$ cat config.mk
export PLATFORM = sky130hd
export DESIGN_NAME = bp_axil_nbf_receiver
export DESIGN_NICKNAME = d
export VERILOG_FILES = /design/src/rtl/bp_axil_nbf_receiver.sv
export SDC_FILE = /design/constraint.sdc
export NUM_CORES = 1
export LEC_CHECK = 0
export CELL_PAD_IN_SITES_DETAIL_PLACEMENT = 0
export CELL_PAD_IN_SITES_GLOBAL_PLACEMENT = 1
export CORE_ASPECT_RATIO = 1.1
export CORE_MARGIN = 2
export CORE_UTILIZATION = 38
export CTS_BUF_LIST = sky130_fd_sc_hd__clkbuf_8
export CTS_CLUSTER_DIAMETER = 30
export DETAILED_ROUTE_END_ITERATION = 7
export PLACE_DENSITY = 0.89
export SETUP_SLACK_MARGIN = 0.15
export SKIP_CTS_REPAIR_TIMING = 1
export SYNTH_ARGS = -nofsm -noshare
export SYNTH_HDL_FRONTEND = slang
export SYNTH_SLANG_ARGS = --single-unit
$ cat constraint.sdc
create_clock -name s_axil_aclk -period 4.8 [get_ports s_axil_aclk]
set_input_delay 0.96 -clock s_axil_aclk [delete_from_list [all_inputs] [get_ports s_axil_aclk]]
set_output_delay 0.96 -clock s_axil_aclk [all_outputs]
set_load 0.01 [all_outputs]
$ cat src/rtl/bp_axil_nbf_receiver.sv
// AXI-Lite slave that assembles five 32-bit word-port writes into one NBF packet and emits it valid/ready.
// Optional feature macro BP_AXIL_NBF_RECEIVER_WSTRB_CHECK_EN: word-port writes with a partial strobe get SLVERR.
module bp_axil_nbf_receiver #(
  parameter int          S_AXIL_ADDR_WIDTH  = 64,
  parameter int          S_AXIL_DATA_WIDTH  = 32,
  parameter int          nbf_opcode_width_p = 8,
  parameter int          nbf_addr_width_p   = 64,
  parameter int          nbf_data_width_p   = 64,
  parameter logic [63:0] BASE_ADDR          = 64'h0
) (
  input  logic                           s_axil_aclk,
  input  logic                           s_axil_aresetn,
  input  logic [S_AXIL_ADDR_WIDTH-1:0]   s_axil_awaddr,
  input  logic [2:0]                     s_axil_awprot,
  input  logic                           s_axil_awvalid,
  output logic                           s_axil_awready,
  input  logic [S_AXIL_DATA_WIDTH-1:0]   s_axil_wdata,
  input  logic [S_AXIL_DATA_WIDTH/8-1:0] s_axil_wstrb,
  input  logic                           s_axil_wvalid,
  output logic                           s_axil_wready,
  output logic [1:0]                     s_axil_bresp,
  output logic                           s_axil_bvalid,
  input  logic                           s_axil_bready,
  input  logic [S_AXIL_ADDR_WIDTH-1:0]   s_axil_araddr,
  input  logic [2:0]                     s_axil_arprot,
  input  logic                           s_axil_arvalid,
  output logic                           s_axil_arready,
  output logic [S_AXIL_DATA_WIDTH-1:0]   s_axil_rdata,
  output logic [1:0]                     s_axil_rresp,
  output logic                           s_axil_rvalid,
  input  logic                           s_axil_rready,
  output logic [nbf_opcode_width_p-1:0]  nbf_opcode_o,
  output logic [nbf_addr_width_p-1:0]    nbf_addr_o,
  output logic [nbf_data_width_p-1:0]    nbf_data_o,
  output logic                           nbf_v_o,
  input  logic                           nbf_ready_i,
  output logic                           done_o
);

  localparam int              AW          = S_AXIL_ADDR_WIDTH;
  localparam int              DW          = S_AXIL_DATA_WIDTH;
  localparam logic [AW-1:0]   BASE_L      = BASE_ADDR[AW-1:0];
  localparam logic [1:0]      RESP_OKAY   = 2'b00;
  localparam logic [1:0]      RESP_SLVERR = 2'b10;
  localparam logic [1:0]      RESP_DECERR = 2'b11;

  logic            ready_en_q;
  logic            aw_held_q, aw_held_d;
  logic [AW-1:0]   aw_addr_q, aw_addr_d;
  logic            w_held_q, w_held_d;
  logic [DW-1:0]   w_data_q, w_data_d;
  logic [DW/8-1:0] w_strb_q, w_strb_d;
  logic            bvalid_q, bvalid_d;
  logic [1:0]      bresp_q, bresp_d;
  logic            rvalid_q, rvalid_d;
  logic [DW-1:0]   rdata_q, rdata_d;
  logic [1:0]      rresp_q, rresp_d;
  logic [2:0]      word_idx_q, word_idx_d;
  logic [63:0]     data_q, data_d;
  logic [63:0]     addr_q, addr_d;
  logic [7:0]      opcode_q, opcode_d;
  logic            nbf_v_q, nbf_v_d;
  logic [31:0]     count_q, count_d;
  logic            done_q, done_d;

  logic [AW-1:0]   aw_off, ar_off;
  logic            aw_is_word, ar_in_map, strb_ok, commit, handshake;
  logic            unused_ok;

  assign aw_off     = aw_addr_q - BASE_L;
  assign ar_off     = s_axil_araddr - BASE_L;
  assign aw_is_word = (aw_off == '0);
  assign ar_in_map  = (ar_off[AW-1:4] == '0);

`ifdef BP_AXIL_NBF_RECEIVER_WSTRB_CHECK_EN
  assign strb_ok = (w_strb_q == '1);
`else
  assign strb_ok = 1'b1;
`endif

  // Word-port writes wait for the outstanding packet to drain; other offsets never stall.
  assign commit    = aw_held_q && w_held_q && !bvalid_q && !(aw_is_word && nbf_v_q);
  assign handshake = nbf_v_q && nbf_ready_i;

  assign s_axil_awready = ready_en_q && !aw_held_q;
  assign s_axil_wready  = ready_en_q && !w_held_q;
  assign s_axil_arready = ready_en_q && !rvalid_q;
  assign s_axil_bvalid  = bvalid_q;
  assign s_axil_bresp   = bresp_q;
  assign s_axil_rvalid  = rvalid_q;
  assign s_axil_rdata   = rdata_q;
  assign s_axil_rresp   = rresp_q;
  assign nbf_v_o        = nbf_v_q;
  assign nbf_opcode_o   = opcode_q[nbf_opcode_width_p-1:0];
  assign nbf_addr_o     = addr_q[nbf_addr_width_p-1:0];
  assign nbf_data_o     = data_q[nbf_data_width_p-1:0];
  assign done_o         = done_q;

  assign unused_ok = &{1'b0, s_axil_awprot, s_axil_arprot, w_strb_q};

  always_comb begin
    aw_held_d  = aw_held_q;
    aw_addr_d  = aw_addr_q;
    w_held_d   = w_held_q;
    w_data_d   = w_data_q;
    w_strb_d   = w_strb_q;
    bvalid_d   = bvalid_q;
    bresp_d    = bresp_q;
    rvalid_d   = rvalid_q;
    rdata_d    = rdata_q;
    rresp_d    = rresp_q;
    word_idx_d = word_idx_q;
    data_d     = data_q;
    addr_d     = addr_q;
    opcode_d   = opcode_q;
    nbf_v_d    = nbf_v_q;
    count_d    = count_q;
    done_d     = done_q;

    if (s_axil_awvalid && s_axil_awready) begin
      aw_held_d = 1'b1;
      aw_addr_d = s_axil_awaddr;
    end
    if (s_axil_wvalid && s_axil_wready) begin
      w_held_d = 1'b1;
      w_data_d = s_axil_wdata;
      w_strb_d = s_axil_wstrb;
    end
    if (bvalid_q && s_axil_bready) begin
      bvalid_d = 1'b0;
    end

    if (commit) begin
      aw_held_d = 1'b0;
      w_held_d  = 1'b0;
      bvalid_d  = 1'b1;
      if (!aw_is_word) begin
        bresp_d = RESP_DECERR;
      end else if (!strb_ok) begin
        bresp_d = RESP_SLVERR;
      end else begin
        bresp_d = RESP_OKAY;
        case (word_idx_q)
          3'd0: begin data_d[31:0]  = w_data_q[31:0]; word_idx_d = 3'd1; end
          3'd1: begin data_d[63:32] = w_data_q[31:0]; word_idx_d = 3'd2; end
          3'd2: begin addr_d[31:0]  = w_data_q[31:0]; word_idx_d = 3'd3; end
          3'd3: begin addr_d[63:32] = w_data_q[31:0]; word_idx_d = 3'd4; end
          default: begin
            opcode_d   = w_data_q[7:0];
            nbf_v_d    = 1'b1;
            word_idx_d = 3'd0;
          end
        endcase
      end
    end

    if (handshake) begin
      nbf_v_d = 1'b0;
      count_d = count_q + 32'd1;
      if (opcode_q == 8'hFF) begin
        done_d = 1'b1;
      end
    end

    if (rvalid_q && s_axil_rready) begin
      rvalid_d = 1'b0;
    end
    // Read data is captured from the current registers, so a same-cycle count bump is not visible.
    if (s_axil_arvalid && s_axil_arready) begin
      rvalid_d = 1'b1;
      rdata_d  = '0;
      rresp_d  = RESP_OKAY;
      if (!ar_in_map) begin
        rresp_d = RESP_DECERR;
      end else begin
        case (ar_off[3:0])
          4'h4:    rdata_d = count_q;
          4'h8:    rdata_d = {28'b0, nbf_v_q, word_idx_q};
          4'hC:    rdata_d = {31'b0, done_q};
          default: rresp_d = RESP_DECERR;
        endcase
      end
    end
  end

  always_ff @(posedge s_axil_aclk) begin
    if (!s_axil_aresetn) begin
      ready_en_q <= 1'b0;
      aw_held_q  <= 1'b0;
      aw_addr_q  <= '0;
      w_held_q   <= 1'b0;
      w_data_q   <= '0;
      w_strb_q   <= '0;
      bvalid_q   <= 1'b0;
      bresp_q    <= 2'b00;
      rvalid_q   <= 1'b0;
      rdata_q    <= '0;
      rresp_q    <= 2'b00;
      word_idx_q <= 3'd0;
      data_q     <= '0;
      addr_q     <= '0;
      opcode_q   <= '0;
      nbf_v_q    <= 1'b0;
      count_q    <= '0;
      done_q     <= 1'b0;
    end else begin
      ready_en_q <= 1'b1;
      aw_held_q  <= aw_held_d;
      aw_addr_q  <= aw_addr_d;
      w_held_q   <= w_held_d;
      w_data_q   <= w_data_d;
      w_strb_q   <= w_strb_d;
      bvalid_q   <= bvalid_d;
      bresp_q    <= bresp_d;
      rvalid_q   <= rvalid_d;
      rdata_q    <= rdata_d;
      rresp_q    <= rresp_d;
      word_idx_q <= word_idx_d;
      data_q     <= data_d;
      addr_q     <= addr_d;
      opcode_q   <= opcode_d;
      nbf_v_q    <= nbf_v_d;
      count_q    <= count_d;
      done_q     <= done_d;
    end
  end

endmodule

---- Word level (Yosys, flattened, before mapping) ----
Cells that the tools add are included.
word-level totals
  register bits ........................... 310
  input bits .............................. 178
  output and inout port bits .............. 179
operators by class
  add/sub/neg operators ................... 1
  equality and inequality tests ........... 7
  multiplexer cells ....................... 11
  bitwise operators ....................... 2
  reduce and logical (&&, ||, !) cells .... 34
operator list
  kind                                                  number
  case mux 32 bit (3 select lines)                      1
  zero test 64 bit                                      1
  zero test 60 bit                                      1
  adder 32 x 1 -> 32 bit (second input constant)        1
  two-way mux 32 bit                                    1
  AND reduction 3 bit                                   5
  logical AND 1 bit                                     13
  case mux 3 bit (4 select lines)                       1
  equality test 4 bit (second input constant)           2
  equality test 8 bit (second input constant)           1
  equality test 3 x 2 -> 1 bit (second input constant)  2
  two-way mux 2 bit                                     3
  zero test 1 bit                                       5
  two-way mux 1 bit                                     5
  equality test 4 x 3 -> 1 bit (second input constant)  1
  AND reduction 2 bit                                   2
  nonzero test 2 bit                                    2
  OR reduction 2 bit                                    2
  OR reduction 4 bit                                    1
  equality test 3 x 1 -> 1 bit (second input constant)  1
  zero test 3 bit                                       1
  OR reduction 3 bit                                    1
  NOT 1 bit                                             2

---- Depth between registers and ports, before layout ----
Gate-level depths: netlist of run 1.
  depth after elaboration ................. 5
  gate-level depth with buffers ........... 7
  depth with buffers taken out ............ 5

---- Worst setup path before layout of run 1 ----
No wires, ideal clock.
  path kind ............................... input-to-reg
  from .................................... input port s_axil_araddr[46]
  to ...................................... register rdata_q[12] (netlist: s_axil_rdata[12])
  library setup time ...................... 59 ps
  arrival time ............................ 2407 ps
  path slack .............................. 2334 ps
  stages on the path ...................... 6
  path buffers ............................ 2
  cells stage by stage .................... or4_1 nor3_1 and4_1 buf_2 buf_2 a22o_1
between the ends
  longest elaborated chain between the ends .. 2
RTL lines
  what                  RTL line  text
  start, declared       24        input logic [S_AXIL_ADDR_WIDTH-1:0] s_axil_araddr,
  zero test 60 bit      73        assign ar_in_map = (ar_off[AW-1:4] == '0);
  two-way mux 32 bit    173       if (!ar_in_map) begin
  end signal, assigned  216       rdata_q <= rdata_d;
  end, declared         56        logic [DW-1:0] rdata_q, rdata_d;
Every way passes these cells.
A chain may end at the register's enable or synchronous reset.

---- Worst setup path after layout of run 1 ----
  from .................................... register aw_addr_q[54]
  to ...................................... register addr_q[50] (netlist: nbf_addr_o[50])
between the ends
  longest elaborated chain between the ends .. 5
RTL lines
  what                             RTL line  text
  start, declared                  49        logic [AW-1:0] aw_addr_q, aw_addr_d;
  start signal, assigned           209       aw_addr_q <= aw_addr_d;
  zero test 64 bit *               72        assign aw_is_word = (aw_off == '0);
  logical AND 1 bit                82        assign commit = aw_held_q && w_held_q && !bvalid_q && !(aw_is_word && nbf_v_q);
  zero test 1 bit                  82
  logical AND 1 bit                82
  AND reduction 3 bit (no line) *  -
  end signal, assigned             220       addr_q <= addr_d;
  end, declared                    60        logic [63:0] addr_q, addr_d;
Every way passes the cells marked *; elsewhere a longest branch is shown, timed or not.

==> results of run 1 <==
power groups by stage:
stage | clock (mW) | sequential, mW | combinational [mW]
after global placement | 0 | 2.68 | 0.341
after detailed placement | 0 | 2.68 | 0.344
after global routing | 3.05 | 2.63 | 0.376
after floorplan | 0 | 2.67 | 0.148
after CTS | 2.92 | 2.62 | 0.346
final | 2.86 | 2.62 | 0.343
synthesized netlist by cell type (2+ instances only):
cell	number
a21oi_1	105
a22o_1	28
a22oi_1	4
and2_1	8
and3_1	3
and4_1	6
buf_2	16
buf_4	2
clkbuf_1	60
dfxtp_1	308
inv_1	3
mux2i_1	140
nand2_1	386
nand2b_1	5
nand3_1	12
nand3b_1	3
nand4_1	16
nor2_1	31
nor2b_1	7
nor3_1	10
nor3_2	2
nor4_1	43
o21ai_0	10
or3_1	5
or4_1	2
xnor2_1	17
xor2_1	6
cells in the final DEF (no fill, tap or decap), types with 6 or more instances in the layout:
cell,count
nand2_1,385
clkdlybuf4s50_1,345
dfxtp_1,308
mux2i_1,140
a21oi_1,104
clkbuf_8,69
nor4_1,43
nor2_1,31
a22o_1,28
xnor2_1,17
nand4_1,16
inv_1,14
nand3_1,10
nor3_1,10
o21ai_0,10
clkinvlp_4,9
nor2b_1,7
bufinv_16,7
buf_4,7
and2_1,6
and4_1,6
xor2_1,6
clkinv_2,6
registers in the layout (all words and copies together) (netlist names):
| register | count |
|---|---|
| aw_addr_q | 64 |
| nbf_addr_o | 64 |
| nbf_data_o | 64 |
| count_q | 32 |
| s_axil_rdata | 32 |
| w_data_q | 32 |
| nbf_opcode_o | 8 |
| word_idx_q | 3 |
| aw_held_q | 1 |
| done_o | 1 |
| nbf_v_o | 1 |
| ready_en_q | 1 |
| s_axil_bresp | 1 |
| s_axil_bvalid | 1 |
| s_axil_rresp | 1 |
| s_axil_rvalid | 1 |
| w_held_q | 1 |
path summary, 6_finish.rpt:
path,from,endpoint,slack [ps]
worst min register to register,w_data_q[30],w_data_q[30],450
worst min-delay path,w_data_q[30],w_data_q[30],450
worst max-delay path,aw_addr_q[54],nbf_addr_o[50],1730
worst max register to register,aw_addr_q[54],nbf_addr_o[50],1730
routing by layer:
metal	GRT usage [%]	routed length [µm]	vias to the layer above
met4	9.33	1340	0
met1	24.8	14100	4685
met3	4.81	1800	77
met5	0	0	-
met2	35.6	16100	253
li1	-	-	4956
final cells by class:
cell class / instances / area [µm²]
clock buffers: 69 / 950
inverters: 4 / 17.5
fillers: 2731 / 13100
diodes: 2 / 5.00
multi-input cells: 863 / 4940
clock inverters: 39 / 402
repair buffers: 354 / 3540
flip-flops and latches: 308 / 6170
well taps: 374 / 468
metrics by stage:
step                cells  hold WS (ps)  setup WS (ps)
global route         2012           470           1510
CTS                  2011           454           1700
global placement     1903           441           1220
floorplan            1254           436           2330
detailed placement   1903           447           1220
finish               2013           453           1730
kinds of logic (layout without fill, tap and decap cells):
| logic type | count (synthesis) | after routing |
|---|---|---|
| buffers and inverters | 83 | 466 |
| adder cells (fa/ha/maj) | 1 | 1 |
| XOR/XNOR | 23 | 23 |
| multiplexers | 141 | 141 |
| flip-flops | 308 | 308 |
| AND/OR/NAND/NOR | 543 | 543 |
| AO/OA/AOI/OAI | 155 | 155 |
| other | 0 | 2 |
tightest hold or removal path, stage by stage, from the launching register on:
cell     delay, ps
dfxtp_1        310
nand2_1         50
a21oi_1         50
==> results.tsv, run 1 <==
stage	metric	value	unit
synth	simple-gate share of the synthesized area	20.8	%
layout	layout net count	1770	
synth	EDFF count, synth	0	
grt	initial antenna violation count	1	
synth	syn nets	1433	
detailed_routing	DRC viols	0	
sta	period utilization	63.9	%
power_and_ir_drop	Peak VDD IR	0.202	mV
layout	Finished Core Util	55.8	%
die	core area	29600	µm²
setup_path	CP Data Arrival Time	3540	ps
clock_network	CTS clk-pin slew, worst paths	60	ps
clock_network	Worst-Skew Late Latency	580	ps
sta	measured slew at the worst slew-check pin	1150	ps
place	PortBufs	346	
clock_network	Num CTS Buffers	60	
power_and_ir_drop	Sw Ratio	23.0	%
power_and_ir_drop	Power Total	5.82	mW
detailed_routing	First-pass DRT Iterations	4	
layout	synthesis-to-layout area growth	44.4	%
detailed_routing	Wirelength per Cell	16.6	µm
synth	share of async-settable or async-resettable flops after synthesis	0	%
setup_path	CP top delay family	simple AND/OR/NAND/NOR gates	
sta	Setup-failing EPs final	0	
synth	XOR/XNOR share of the synthesized area	1.76	%
synth	mapped cell area	11400	µm²
die	DIE AREA	31500	µm²
grt	largest net degree at the start of global routing	110	
synth	Post-Syn Area per Cell	9.11	µm²
clock_network	CTS sink count	308	
sta	Fin Clk Skew	19.4	ps
die	Die Ht	186	µm
clock_network	H-Tree Depth	2	
setup_path	crit path cell chain	nor4_1 -> nand4_1 -> nor3_2 -> nand4_4 -> mux2i_1	
synth	largest cells by area after synthesis	dfxtp_1, nand2_1, mux2i_1	
synth	Synth top area share	54.0	%
power_and_ir_drop	leakage power	6.69	nW
setup_path	worst-case reg-to-reg path depth	5	
sta	fmax	0.326	GHz
grt	first-pass GRT wire length	52200	µm
setup_path	CP max-delay cell	nand4_4	
status	outcome	completed	
synth	Synth Instances	1254	
synth	sequential element share of the synthesized area	54.0	%
setup_path	Crit Path Class	flip-flop to flip-flop	
place	gpl congestion	0.788	
grt	vias in the first global route	9920	
setup_path	crit start category	flip-flop	
setup_path	Crit path buffers/inverters	0	
clock_network	clock root cell	clkbuf_8	
sta	Final Hold Fails	0	
power_and_ir_drop	PwrDens	353	nW/µm²
sta	Slew HR	23.1	%
die	Ports	357	
sta	RSZ-0062 raised after global routing	no	
sta	fin crit period	3070	ps
detailed_routing	via count	9971	
power_and_ir_drop	Logic pwr share	5.9	%
setup_path	cell count along the critical path	5	
power_and_ir_drop	Reg power frac	45.0	%
synth	YS warnings	0	
run	max cap viols	0	
setup_path	CP required	5270	ps
detailed_routing	DRT antenna net count	0	
synth	Compound-Gate Fraction of Synth Area	8.03	%
layout	fraction of layout cells with a size suffix above 1	7.27	%
synth	largest family of logic cells by synthesized area	simple AND/OR/NAND/NOR gates	
power_and_ir_drop	Clock power frac	49.1	%
clock_network	clock buffer depth	3	
setup_path	critical path peak fanout	33	
min_path	hold path depth	2	
synth	register bit total from synthesis	308	
sta	Setup TNS Final	0	ps
min_path	Hold Crit Class	flip-flop to flip-flop	
place	Placed Area	15100	µm²
power_and_ir_drop	P_int	4.48	mW
synth	area leader, netlist	dfxtp_1	
sta	Slew Viols, Final	0	
synth	Top FF cell, synth	dfxtp_1	
die	Starting Density	38.6	%
die	Die Width	169	µm
place	HPWL after detailed placement	22600	µm
synth	post-synthesis adder-cell area fraction	0.110	%
synth	mux cell area share after synthesis	12.4	%
layout	post-route design area	16500	µm²
synth	Cell variety after synth	43	
power_and_ir_drop	P_sw	1.34	mW
grt	total track usage	20.8	%
clock_network	TritonCTS clock tree	built	
setup_path	slowest cell delay on critical path	890	ps
grt	Congestion Overflow GR	0	
detailed_routing	DRT Wirelength	33400	µm
detailed_routing	routed vias/inst	4.95	
die	row count	66	
detailed_routing	DRT iter0 DRCs	492	
setup_path	kind of end point of the critical path	flip-flop	
Note: power is estimated with default switching activity, not from simulation.
==> run 2, diff against run 1 <==
--- a/config.mk
+++ b/config.mk
@@ -9,11 +9,11 @@
 export CELL_PAD_IN_SITES_GLOBAL_PLACEMENT = 1
 export CORE_ASPECT_RATIO = 1.1
 export CORE_MARGIN = 2
-export CORE_UTILIZATION = 38
+export CORE_UTILIZATION = 35
 export CTS_BUF_LIST = sky130_fd_sc_hd__clkbuf_8
 export CTS_CLUSTER_DIAMETER = 30
 export DETAILED_ROUTE_END_ITERATION = 7
-export PLACE_DENSITY = 0.89
+export PLACE_DENSITY = 0.83
 export SETUP_SLACK_MARGIN = 0.15
 export SKIP_CTS_REPAIR_TIMING = 1
 export SYNTH_ARGS = -nofsm -noshare
==> constraint.sdc (replaced) <==
create_clock -name s_axil_aclk -period 3.2 [get_ports s_axil_aclk]
set_input_delay 0.64 -clock s_axil_aclk [delete_from_list [all_inputs] [get_ports s_axil_aclk]]
set_output_delay 0.64 -clock s_axil_aclk [all_outputs]
set_load 0.01 [all_outputs]
==> results.tsv, run 2 (same netlist as run 1, synthesis figures left out) <==
stage	metric	value	unit
detailed_routing	DRT Wirelength	34400	µm
clock_network	H-Tree Depth	3	
clock_network	CTS sink count	308	
die	row count	69	
setup_path	crit start category	flip-flop	
layout	register area	6170	µm²
power_and_ir_drop	leakage power	6.87	nW
clock_network	CTS clk-pin slew, worst paths	50	ps
sta	period utilization	82.8	%
sta	fin crit period	2650	ps
place	PortBufs	346	
setup_path	critical path peak fanout	9	
layout	synthesis-to-layout area growth	47.7	%
detailed_routing	First-pass DRT Iterations	5	
clock_network	clock buffer depth	3	
sta	fmax	0.377	GHz
place	HPWL after detailed placement	23800	µm
sta	Slew Viols, Final	0	
setup_path	CP required	3620	ps
setup_path	crit path to	nbf_opcode_o[6]	
sta	Fin Clk Skew	19.3	ps
setup_path	CP Data Arrival Time	3070	ps
sta	measured slew at the worst slew-check pin	695	ps
clock_network	clock root cell	clkbuf_8	
sta	Setup TNS Final	0	ps
grt	first-pass GRT wire length	54600	µm
setup_path	reg2reg setup slack	550	ps
setup_path	crit path cell chain	nor4_1 -> nand4_1 -> nor3_2 -> nand3_1 -> mux2i_1	
layout	diode count	0	
sta	Setup-failing EPs final	0	
grt	total track usage	20.0	%
detailed_routing	via count	10000	
die	Starting Density	35.5	%
layout	fraction of layout cells with a size suffix above 1	8.67	%
sta	final worst setup slack	550	ps
die	core area	32200	µm²
die	Die Width	176	µm
setup_path	CP Launch Point	aw_addr_q[35]	
setup_path	Crit Path Class	flip-flop to flip-flop	
status	outcome	completed	
detailed_routing	routed vias/inst	4.80	
sta	Final Hold Fails	0	
detailed_routing	DRC viols	0	
detailed_routing	DRT iter0 DRCs	510	
setup_path	slowest cell delay on critical path	660	ps
layout	most frequent cells in the layout	nand2_1, clkdlybuf4s50_1, dfxtp_1, mux2i_1, a21oi_1	
setup_path	FF-to-FF End	nbf_opcode_o[6]	
place	gpl congestion	0.821	
setup_path	worst-case reg-to-reg path depth	5	
detailed_routing	Wirelength per Cell	16.5	µm
layout	multi-input logic area	4940	µm²
run	max cap viols	0	
power_and_ir_drop	Peak VDD IR	0.337	mV
grt	Congestion Overflow GR	0	
place	dpl ws	434	ps
clock_network	Worst-Skew Late Latency	560	ps
setup_path	FF-to-FF Start	aw_addr_q[35]	
die	DIE AREA	34100	µm²
detailed_routing	DRT antenna net count	0	
die	Die Ht	193	µm
layout	layout net count	1787	
clock_network	Num CTS Buffers	68	
setup_path	CP max-delay cell	nor3_2	
clock_network	TritonCTS clock tree	built	
min_path	Hold Crit Class	flip-flop to flip-flop	
setup_path	kind of end point of the critical path	flip-flop	
sta	RSZ-0062 raised after global routing	no	
layout	most common cell after layout, fill and taps aside	nand2_1	
grt	initial antenna violation count	0	
sta	Slew HR	53.4	%
grt	vias in the first global route	10100	
power_and_ir_drop	PwrDens	553	nW/µm²
power_and_ir_drop	Power Total	9.33	mW
grt	largest net degree at the start of global routing	96	
layout	Filler cells	2995	
die	Ports	357	
[run 2: final cells by class]
class	instances	area share (%)
Sequential cell	308	36.6
Clock inverter	43	2.75
Inverter	4	0.104
Tap cell	426	3.16
Clock buffer	80	6.53
Timing Repair Buffer	363	21.6
Multi-Input combinational cell	863	29.3
[run 2: worst min-delay path by stage]
| stage | end | from | slack, ps | cells after the start |
|---|---|---|---|---|
| floorplan | aw_addr_q[10] | aw_addr_q[10] | 440 | 2 |
| global placement | w_data_q[14] | w_data_q[14] | 440 | 2 |
| detailed placement | w_data_q[29] | w_data_q[29] | 450 | 2 |
| CTS | w_data_q[29] | w_data_q[29] | 450 | 2 |
| global route | aw_addr_q[46] | aw_addr_q[46] | 470 | 2 |
| finish | w_data_q[30] | w_data_q[30] | 450 | 2 |
[run 2: where the power goes]
group | switching (mW) | internal [mW] | total, mW
logic | 0.254 | 0.272 | 0.526
clock network | 1.83 | 3.04 | 4.87
registers | 0.0329 | 3.90 | 3.94
total | 2.11 | 7.21 | 9.33
[run 2: critical path, delay by kind of cell (launching register included)]
| family | cells | cell delay, ps |
|---|---|---|
| AND/OR/NAND/NOR | 4 | 1940 |
| flip-flops | 1 | 310 |
| multiplexers | 1 | 260 |
[run 2: stage by stage]
stage | area [µm²] | hold WS [ps] | util (%) | std cells
floorplan | 11400 | 436 | - | 1254
global placement | 15300 | 442 | 47.5 | 1964
detailed placement | 15300 | 447 | 47.5 | 1964
CTS | 16900 | 453 | 52.4 | 2087
global route | 16900 | 468 | 52.4 | 2087
finish | 16900 | 452 | 52.4 | 2087
[run 2: routing by layer]
metal  vias up  GRT usage [%]  share of wire [%]
met4         0           7.99                2.7
met5         -              0                  0
met1      4712           23.9                 42
li1       4999              -                  -
met3        56           4.60                5.0
met2       246           34.6                 50
